**src/rtl/ab_symbol_tx.sv**
```systemverilog
// ab_symbol_tx: serializes a latched word into timed 2-bit symbols on a/b
// for the fsm pattern recognizer, with a start / busy / done host handshake.
//
// Ports:
//   clk    - rising-edge clock
//   reset  - synchronous, active-high reset
//   start  - frame request, sampled only in IDLE
//   data   - frame payload, symbol i = data[2i+1:2i] (bit 1 -> a, bit 0 -> b)
//   len    - symbols to send, clamped to MAX_SYMS
//   a, b   - registered symbol bits toward fsm
//   busy   - registered, high for the whole frame including the GAP cycle
//   done   - registered one-cycle end-of-frame pulse
module ab_symbol_tx #(
    parameter int unsigned MAX_SYMS = 8,
    parameter int unsigned SYM_HOLD = 1
) (
    input  logic                          clk,
    input  logic                          reset,
    input  logic                          start,
    input  logic [2*MAX_SYMS-1:0]         data,
    input  logic [$clog2(MAX_SYMS+1)-1:0] len,
    output logic                          a,
    output logic                          b,
    output logic                          busy,
    output logic                          done
);

    localparam int unsigned DW = 2 * MAX_SYMS;
    localparam int unsigned LW = $clog2(MAX_SYMS + 1);
    localparam int unsigned IW = (MAX_SYMS > 1) ? $clog2(MAX_SYMS) : 1;
    localparam int unsigned HW = $clog2(SYM_HOLD + 1);

    typedef enum logic [1:0] {
        IDLE = 2'd0,
        SEND = 2'd1,
        GAP  = 2'd2
    } state_t;

    state_t          state;
    state_t          state_nxt;
    logic [DW-1:0]   data_q;
    logic [LW-1:0]   len_q;
    logic [IW-1:0]   idx;
    logic [HW-1:0]   hold;

    logic [LW-1:0]   len_clamp_c;
    logic            hold_last_c;
    logic            idx_last_c;
    logic [1:0]      sym_c;
    logic            a_nxt;
    logic            b_nxt;
    logic            busy_nxt;
    logic            done_nxt;

    // Unsigned clamp of the requested length.
    assign len_clamp_c = (len > LW'(MAX_SYMS)) ? LW'(MAX_SYMS) : len;

    assign hold_last_c = (hold == HW'(SYM_HOLD - 1));
    assign idx_last_c  = (LW'(idx) == (len_q - LW'(1)));
    assign sym_c       = 2'(data_q >> {idx, 1'b0});

    // State register.
    always_ff @(posedge clk) begin
        if (reset) begin
            state <= IDLE;
        end else begin
            state <= state_nxt;
        end
    end

    // Next-state logic.
    always_comb begin
        state_nxt = state;
        unique case (state)
            IDLE: begin
                if (start) begin
                    state_nxt = (len_clamp_c != '0) ? SEND : GAP;
                end
            end
            SEND: begin
                if (hold_last_c && idx_last_c) begin
                    state_nxt = GAP;
                end
            end
            GAP: begin
                state_nxt = IDLE;
            end
            default: begin
                state_nxt = IDLE;
            end
        endcase
    end

    // Output decode of the current state; registered below, so a/b/busy/done
    // trail the state by one cycle.
    always_comb begin
        a_nxt    = 1'b0;
        b_nxt    = 1'b0;
        busy_nxt = 1'b0;
        done_nxt = 1'b0;
        unique case (state)
            SEND: begin
                a_nxt    = sym_c[1];
                b_nxt    = sym_c[0];
                busy_nxt = 1'b1;
            end
            GAP: begin
                busy_nxt = 1'b1;
                done_nxt = 1'b1;
            end
            default: begin
                a_nxt    = 1'b0;
            end
        endcase
    end

    // Frame latch, symbol index / hold counter, and output registers.
    always_ff @(posedge clk) begin
        if (reset) begin
            data_q <= '0;
            len_q  <= '0;
            idx    <= '0;
            hold   <= '0;
            a      <= 1'b0;
            b      <= 1'b0;
            busy   <= 1'b0;
            done   <= 1'b0;
        end else begin
            a    <= a_nxt;
            b    <= b_nxt;
            busy <= busy_nxt;
            done <= done_nxt;
            unique case (state)
                IDLE: begin
                    if (start) begin
                        data_q <= data;
                        len_q  <= len_clamp_c;
                        idx    <= '0;
                        hold   <= '0;
                    end
                end
                SEND: begin
                    if (hold_last_c) begin
                        hold <= '0;
                        // Index stays on the last symbol rather than wrapping.
                        if (!idx_last_c) begin
                            idx <= idx + IW'(1);
                        end
                    end else begin
                        hold <= hold + HW'(1);
                    end
                end
                default: begin
                    hold <= hold;
                end
            endcase
        end
    end

endmodule

```
**config.mk**
```make
export PLATFORM = sky130hd
export DESIGN_NAME = ab_symbol_tx
export DESIGN_NICKNAME = d
export VERILOG_FILES = /design/src/rtl/ab_symbol_tx.sv
export SDC_FILE = /design/constraint.sdc
export NUM_CORES = 1
export LEC_CHECK = 0
export BUFFER_PORTS_ARGS = -buffer_cell sky130_fd_sc_hd__buf_2
export CORE_MARGIN = 10
export CORE_UTILIZATION = 47
export CTS_BUF_LIST = sky130_fd_sc_hd__clkbuf_8
export DETAILED_ROUTE_END_ITERATION = 8
export GPL_TIMING_DRIVEN = 0
export MAX_ROUTING_LAYER = met4
export PLACE_DENSITY = 0.7
export SYNTH_ARGS = -nofsm -noshare
export SYNTH_HDL_FRONTEND = slang
export SYNTH_SLANG_ARGS = --single-unit
```
**constraint.sdc**
```tcl
create_clock -name clk -period 1.85 [get_ports clk]
set_input_delay 0.0925 -clock clk [delete_from_list [all_inputs] [get_ports clk]]
set_output_delay 0.0925 -clock clk [all_outputs]
set_load 0.005 [all_outputs]
```
==> impl_metrics.py, run 1 <==
metrics = {
    "status": {
        "outcome": "completed",
    },
    "grt": {
        "track_usage_pct": 13.1,
        "antenna_found_initial": 0,
        "grt_pass1_wl_mm": 5.42,
        "overflow": 0,
        "grt_start_max_net_pins": 11,
        "first_global_vias": 1227,
    },
    "logic_synthesis": {
        "yosysWarningCount": 0,
        "synth_top_cell_area_share_pct": 40.5,
        "synth_flop_cell": "dfxtp_1",
        "synth_fp_nets": 188,
        "ys_async_sr_fraction_pct": 0,
        "ys_top_cells_by_area": "dfxtp_1 (40%), nand2_1 (10%), a21oi_1 (7.7%)",
        "netlist_area_um2": 1440,
        "syn_area_per_cell_um2": 8.97,
        "synth_edf_count": 0,
        "yosysSeqAreaShare_pct": 40.5,
        "synth.distinct_cells": 37,
        "syn_inst": 160,
        "yosys.area.top_type": "dfxtp_1",
        "ys_ff_latch": 29,
    },
    "critical_path": {
        "cp_max_fo": 5,
        "cp.required_ns": 2.05,
        "worstSetupStartpoint": "len_q[0]$_SDFFE_PP0P_",
        "crit_path_end_kind": "register",
        "worstPathArrival_ns": 1.91,
        "start_kind": "register",
        "worstRegToRegCells": 7,
        "crit_type": "register to register",
        "crit-reg2reg-launch": "len_q[0]$_SDFFE_PP0P_",
    },
    "sta": {
        "rsz0062_at_grt": "no",
        "setup_viol": 0,
        "period_share_pct": 92.5,
        "max-slew-margin-rel_pct": 68.1,
        "post-route-min-period_ns": 1.71,
        "final.setup_skew_ns": 0.00233,
        "finalHoldViolations": 0,
        "worst_slack_ns": 0.138,
        "final.setup.tns_ns": 0,
        "fmax_mhz": 584,
        "worstMarginPinSlew_ns": 0.479,
        "drv_slew": 0,
    },
    "flow_run": {
        "cap_violations": 0,
    },
    "place": {
        "post_dp_cell_area_um2": 1600,
        "io_buffers": 26,
        "gp_congestion": 0.752,
        "post-place-ws_ns": 0.0367,
        "hpwl_mm": 2.35,
    },
    "final_layout": {
        "antenna_cells": 0,
        "final_cell_mix": "nand2_1 (40), dfxtp_1 (28), buf_2 (27)",
        "multiInputGateArea_um2": 788,
        "fillers": 260,
        "regArea_um2": 582,
        "fin_nets": 220,
        "areaGrowthSynthToFinish_pct": 20.2,
        "layout-drive-gt1-share_pct": 28.0,
        "stdcell_area_um2": 1730,
        "mostFrequentLayoutCell": "nand2_1",
    },
    "floorplanning": {
        "fp.dieW_um": 75.3,
        "dieArea_um2": 5660,
        "rows": 19,
        "core_region_area_um2": 2830,
        "die_h_um": 75.3,
        "io_pins": 27,
        "initial_core_util_pct": 50.7,
    },
    "drt": {
        "dr.pass1.iters": 4,
        "ant_nets": 0,
        "vias": 1198,
        "drt-vias-per-instance": 5.35,
        "drt_iter0_markers": 43,
        "routed_wl_mm": 3.17,
        "drc": 0,
        "wl_per_cell_um": 14.1,
    },
    "clock_tree": {
        "htreeDepth": 2,
        "ctsRootBufferMaster": "clkbuf_8",
        "post_cts_buffers": 0,
        "cts_tree": "done",
        "clkSinkCount": 29,
        "clk_latency_ns": 0.28,
        "cts.path.max_buffers": 2,
        "cts_buffers": 5,
        "path_clk_slew_ns": 0.06,
    },
    "power": {
        "p_leak_nw": 0.679,
        "ir_worst_vdd_v": 0.000765,
        "power_density_nw_per_um2": 1020,
    },
    "hold_path": {
        "holdCritPathClass": "input port to register",
        "hp-start": "data[10]",
        "hold_depth": 3,
    },
}
## worst paths after layout
kind         slack (ns)                       to
min                0.04  data_q[10]$_SDFFE_PP0P_
min reg2reg        0.46  data_q[15]$_SDFFE_PP0P_
max reg2reg        0.14    state[0]$_SDFFE_PP0P_
max                0.14    state[0]$_SDFFE_PP0P_
## sequential cells by signal, summed over array words and instances (netlist names)
| register | flops |
|---|---|
| data_q | 16 |
| len_q | 4 |
| idx | 3 |
| state | 2 |
| a | 1 |
| b | 1 |
| busy | 1 |
| done | 1 |
## cells in the mapped netlist, types with 2 or more instances
library cell and n:
inv_1 4, nor2b_1 2, mux2i_1 2, and2_1 2, nor2_1 10, nor3b_1 3
nand3_1 3, ha_1 5, nand2b_1 2, clkbuf_1 7, mux4_2 4, nand2_1 40
dfxtp_1 29, a2bb2oi_1 2, a21oi_1 22, xnor2_1 2
## per-layer routing
metal	part of all wire (%)	up-vias	global-route usage (%)
met3	3.5	4	5.12
met2	51	29	21.3
met4	0.79	0	4.95
met1	45	559	14.3
li1	-	606	-
met5	0	-	-
## kinds of logic after synthesis
kind of cell	after synthesis	share of synthesized area [%]
compound gates	32	14.7
xor+xnor	3	3.14
fa+ha+maj	5	4.36
buf+inv	15	4.79
flops	29	40.5
mux	7	8.72
simple gates	69	23.8
## stage by stage
step / hold slack (ns) / instances / utilization [%] / power [mW]
6_report: 0.0394 / 224 / 61.0 / 1.77
5_1_grt: 0.0382 / 224 / 61.0 / 1.87
4_1_cts: 0.0331 / 225 / 60.9 / 1.78
3_5_place_dp: 0.339 / 217 / 56.7 / 1.09
3_3_place_gp: 0.335 / 217 / 56.7 / 1.08
2_1_floorplan: 0.228 / 160 / - / 0.993
## power breakdown
group	switching [mW]	leakage, nW	internal, mW	total, mW
clock	0.256	0.0574	0.437	0.693
combinational	0.198	0.384	0.159	0.357
sequential	0.0338	0.238	0.685	0.718
## worst max-delay path, stage by stage (launching register included)
cell      delay (ns)
dfxtp_2         0.36
inv_1           0.05
ha_2            0.21
xnor2_4         0.14
and4b_2         0.25
o31ai_4         0.30
a21boi_2        0.12
o32ai_2         0.21
## layout make-up
type,instances,area share [%]
clock buffers,6,4.79
well taps,31,2.25
flip-flops and latches,29,33.7
multi-input cells,116,45.7
plain buffers,10,2.97
inverters,4,0.870
repair buffers,26,7.54
clock inverters,2,2.18
## timing repair
action,in CTS,in global routing
setup endpoints to repair,0,15
gates resized for setup,0,4
hold buffers,0,0
Power figures use the tool's default switching activity.
==> inputs of run 2 (changes only) <==
--- a/config.mk
+++ b/config.mk
@@ -11,7 +11,6 @@
 export CTS_BUF_LIST = sky130_fd_sc_hd__clkbuf_8
 export DETAILED_ROUTE_END_ITERATION = 8
 export GPL_TIMING_DRIVEN = 0
-export MAX_ROUTING_LAYER = met4
 export PLACE_DENSITY = 0.7
 export SYNTH_ARGS = -nofsm -noshare
 export SYNTH_HDL_FRONTEND = slang
==> run 2 against run 1 <==
Die area is the same; global-route usage shrank 0.38 points; flip-flop and latch count is the same; power is essentially flat; utilization is the same; combinational power is essentially flat; final cell count is the same; sequential power is essentially flat; clock power is essentially flat; critical path depth is the same; first-iteration DRC count shrank 21%; critical endpoint unchanged; highest routed layer unchanged.
==> impl_metrics.py, run 2 (synthesized netlist as in run 1, its figures left out) <==
metrics = {
    "final_layout": {
        "final_cell_mix": "nand2_1 (40), dfxtp_1 (28), buf_2 (27)",
        "fin_nets": 220,
        "regMostFlops": "data_q",
        "fin_util_pct": 61.0,
        "layout-drive-gt1-share_pct": 28.0,
        "multiInputGateArea_um2": 788,
        "reg.largest.list": "data_q (16), len_q (4), idx (3)",
        "antenna_cells": 0,
        "regArea_um2": 582,
        "largest_reg_flops": 16,
        "mostFrequentLayoutCell": "nand2_1",
        "fillers": 260,
        "areaGrowthSynthToFinish_pct": 20.2,
    },
    "grt": {
        "grt_pass1_wl_mm": 5.42,
        "track_usage_pct": 12.8,
        "antenna_found_initial": 0,
        "grt_start_max_net_pins": 11,
        "first_global_vias": 1226,
        "overflow": 0,
    },
    "sta": {
        "worst_slack_ns": 0.138,
        "finalHoldViolations": 0,
        "max-slew-margin-rel_pct": 68.1,
        "fmax_mhz": 584,
        "rsz0062_at_grt": "no",
        "drv_slew": 0,
        "post-route-min-period_ns": 1.71,
        "final.setup.tns_ns": 0,
        "worstMarginPinSlew_ns": 0.478,
        "period_share_pct": 92.5,
        "final.setup_skew_ns": 0.00233,
        "holdWs_ns": 0.0395,
        "setup_viol": 0,
    },
    "clock_tree": {
        "htreeDepth": 2,
        "ctsRootBufferMaster": "clkbuf_8",
        "cts_buffers": 5,
        "cts.hold.buffers_added": 0,
        "path_clk_slew_ns": 0.06,
        "clkSinkCount": 29,
        "cts.path.max_buffers": 2,
        "clk_latency_ns": 0.28,
        "cts_tree": "done",
    },
    "place": {
        "io_buffers": 26,
        "gp_congestion": 0.743,
        "hpwl_mm": 2.35,
        "post-place-ws_ns": 0.0367,
    },
    "floorplanning": {
        "initial_core_util_pct": 50.7,
        "core_region_area_um2": 2830,
        "die_h_um": 75.3,
        "fp.dieW_um": 75.3,
        "io_pins": 27,
        "dieArea_um2": 5660,
        "rows": 19,
    },
    "power": {
        "p_leak_nw": 0.679,
        "ir_worst_vdd_v": 0.000765,
        "power_density_nw_per_um2": 1020,
        "power_mw": 1.77,
    },
    "drt": {
        "routed_wl_mm": 3.17,
        "vias": 1198,
        "drc": 0,
        "dr.pass1.iters": 4,
        "drt_iter0_markers": 34,
        "wl_per_cell_um": 14.1,
        "ant_nets": 0,
        "drt-vias-per-instance": 5.35,
    },
    "critical_path": {
        "cp_max_fo": 5,
        "cp_num_buf_inv": 1,
        "rrSetupSlack_ns": 0.14,
        "crit_path_end_kind": "register",
        "critical-path-top-delay-family": "compound AO/OA/AOI/OAI gates",
        "cp.required_ns": 2.05,
        "start_kind": "register",
        "crit-reg2reg-launch": "len_q[0]$_SDFFE_PP0P_",
        "worstPathArrival_ns": 1.91,
        "crit_slowest_cell": "dfxtp_2",
        "crit_type": "register to register",
        "worstSetupStartpoint": "len_q[0]$_SDFFE_PP0P_",
        "slowest_delay_ns": 0.36,
        "cp_cell_sequence": "inv_1 -> ha_2 -> xnor2_4 -> and4b_2 -> o31ai_4 -> a21boi_2 -> o32ai_2",
    },
    "hold_path": {
        "holdCritPathClass": "input port to register",
        "hp-start": "data[10]",
    },
    "status": {
        "outcome": "completed",
    },
    "flow_run": {
        "cap_violations": 0,
    },
}
-- run 2: where the power goes --
group / leakage [nW] / switching, mW / internal [mW]
Sequential: 0.238 / 0.0337 / 0.685
Clock: 0.0574 / 0.256 / 0.437
Combinational: 0.384 / 0.198 / 0.159
Total: 0.679 / 0.487 / 1.28
-- run 2: final cells by class --
class / instances / share of cell area (%)
Multi-Input combinational cell: 116 / 45.7
Sequential cell: 29 / 33.7
Timing Repair Buffer: 26 / 7.54
Clock buffer: 6 / 4.79
Buffer: 10 / 2.97
Tap cell: 31 / 2.25
Clock inverter: 2 / 2.18
Inverter: 4 / 0.870
-- run 2: per-stage QoR --
| step | instances | area (um2) |
|---|---|---|
| 6_report | 224 | 1730 |
| 5_1_grt | 224 | 1730 |
| 4_1_cts | 225 | 1720 |
| 3_5_place_dp | 217 | 1600 |
| 3_3_place_gp | 217 | 1600 |
| 2_1_floorplan | 160 | 1440 |
-- run 2: path summary, 6_finish.rpt --
path | to | depth (start not counted)
worst max-delay path | state[0]$_SDFFE_PP0P_ | 7
worst max register to register | state[0]$_SDFFE_PP0P_ | 7
worst min-delay path | data_q[10]$_SDFFE_PP0P_ | 3
worst min register to register | data_q[13]$_SDFFE_PP0P_ | 2
-- run 2: tightest hold or removal path: cells and delay by family --
kind	cells	cell delay, ns
buffers and inverters	1	0.09
AND/OR/NAND/NOR	1	0.04
AO/OA/AOI/OAI	1	0.05
-- run 2: timing repair --
| item | 4_1_cts | 5_1_grt |
|---|---|---|
| gates resized for setup | 0 | 4 |
| setup buffers | 0 | 0 |
| endpoints found under the setup margin | 0 | 15 |
-- run 2: metal layers --
layer / global-route usage, % / share of wire, % / up-vias
met4: 4.95 / 0.79 / 0
met1: 14.1 / 44 / 559
li1: - / - / 606
met3: 5.39 / 3.9 / 4
met5: 0 / 0 / -
met2: 21.3 / 51 / 29
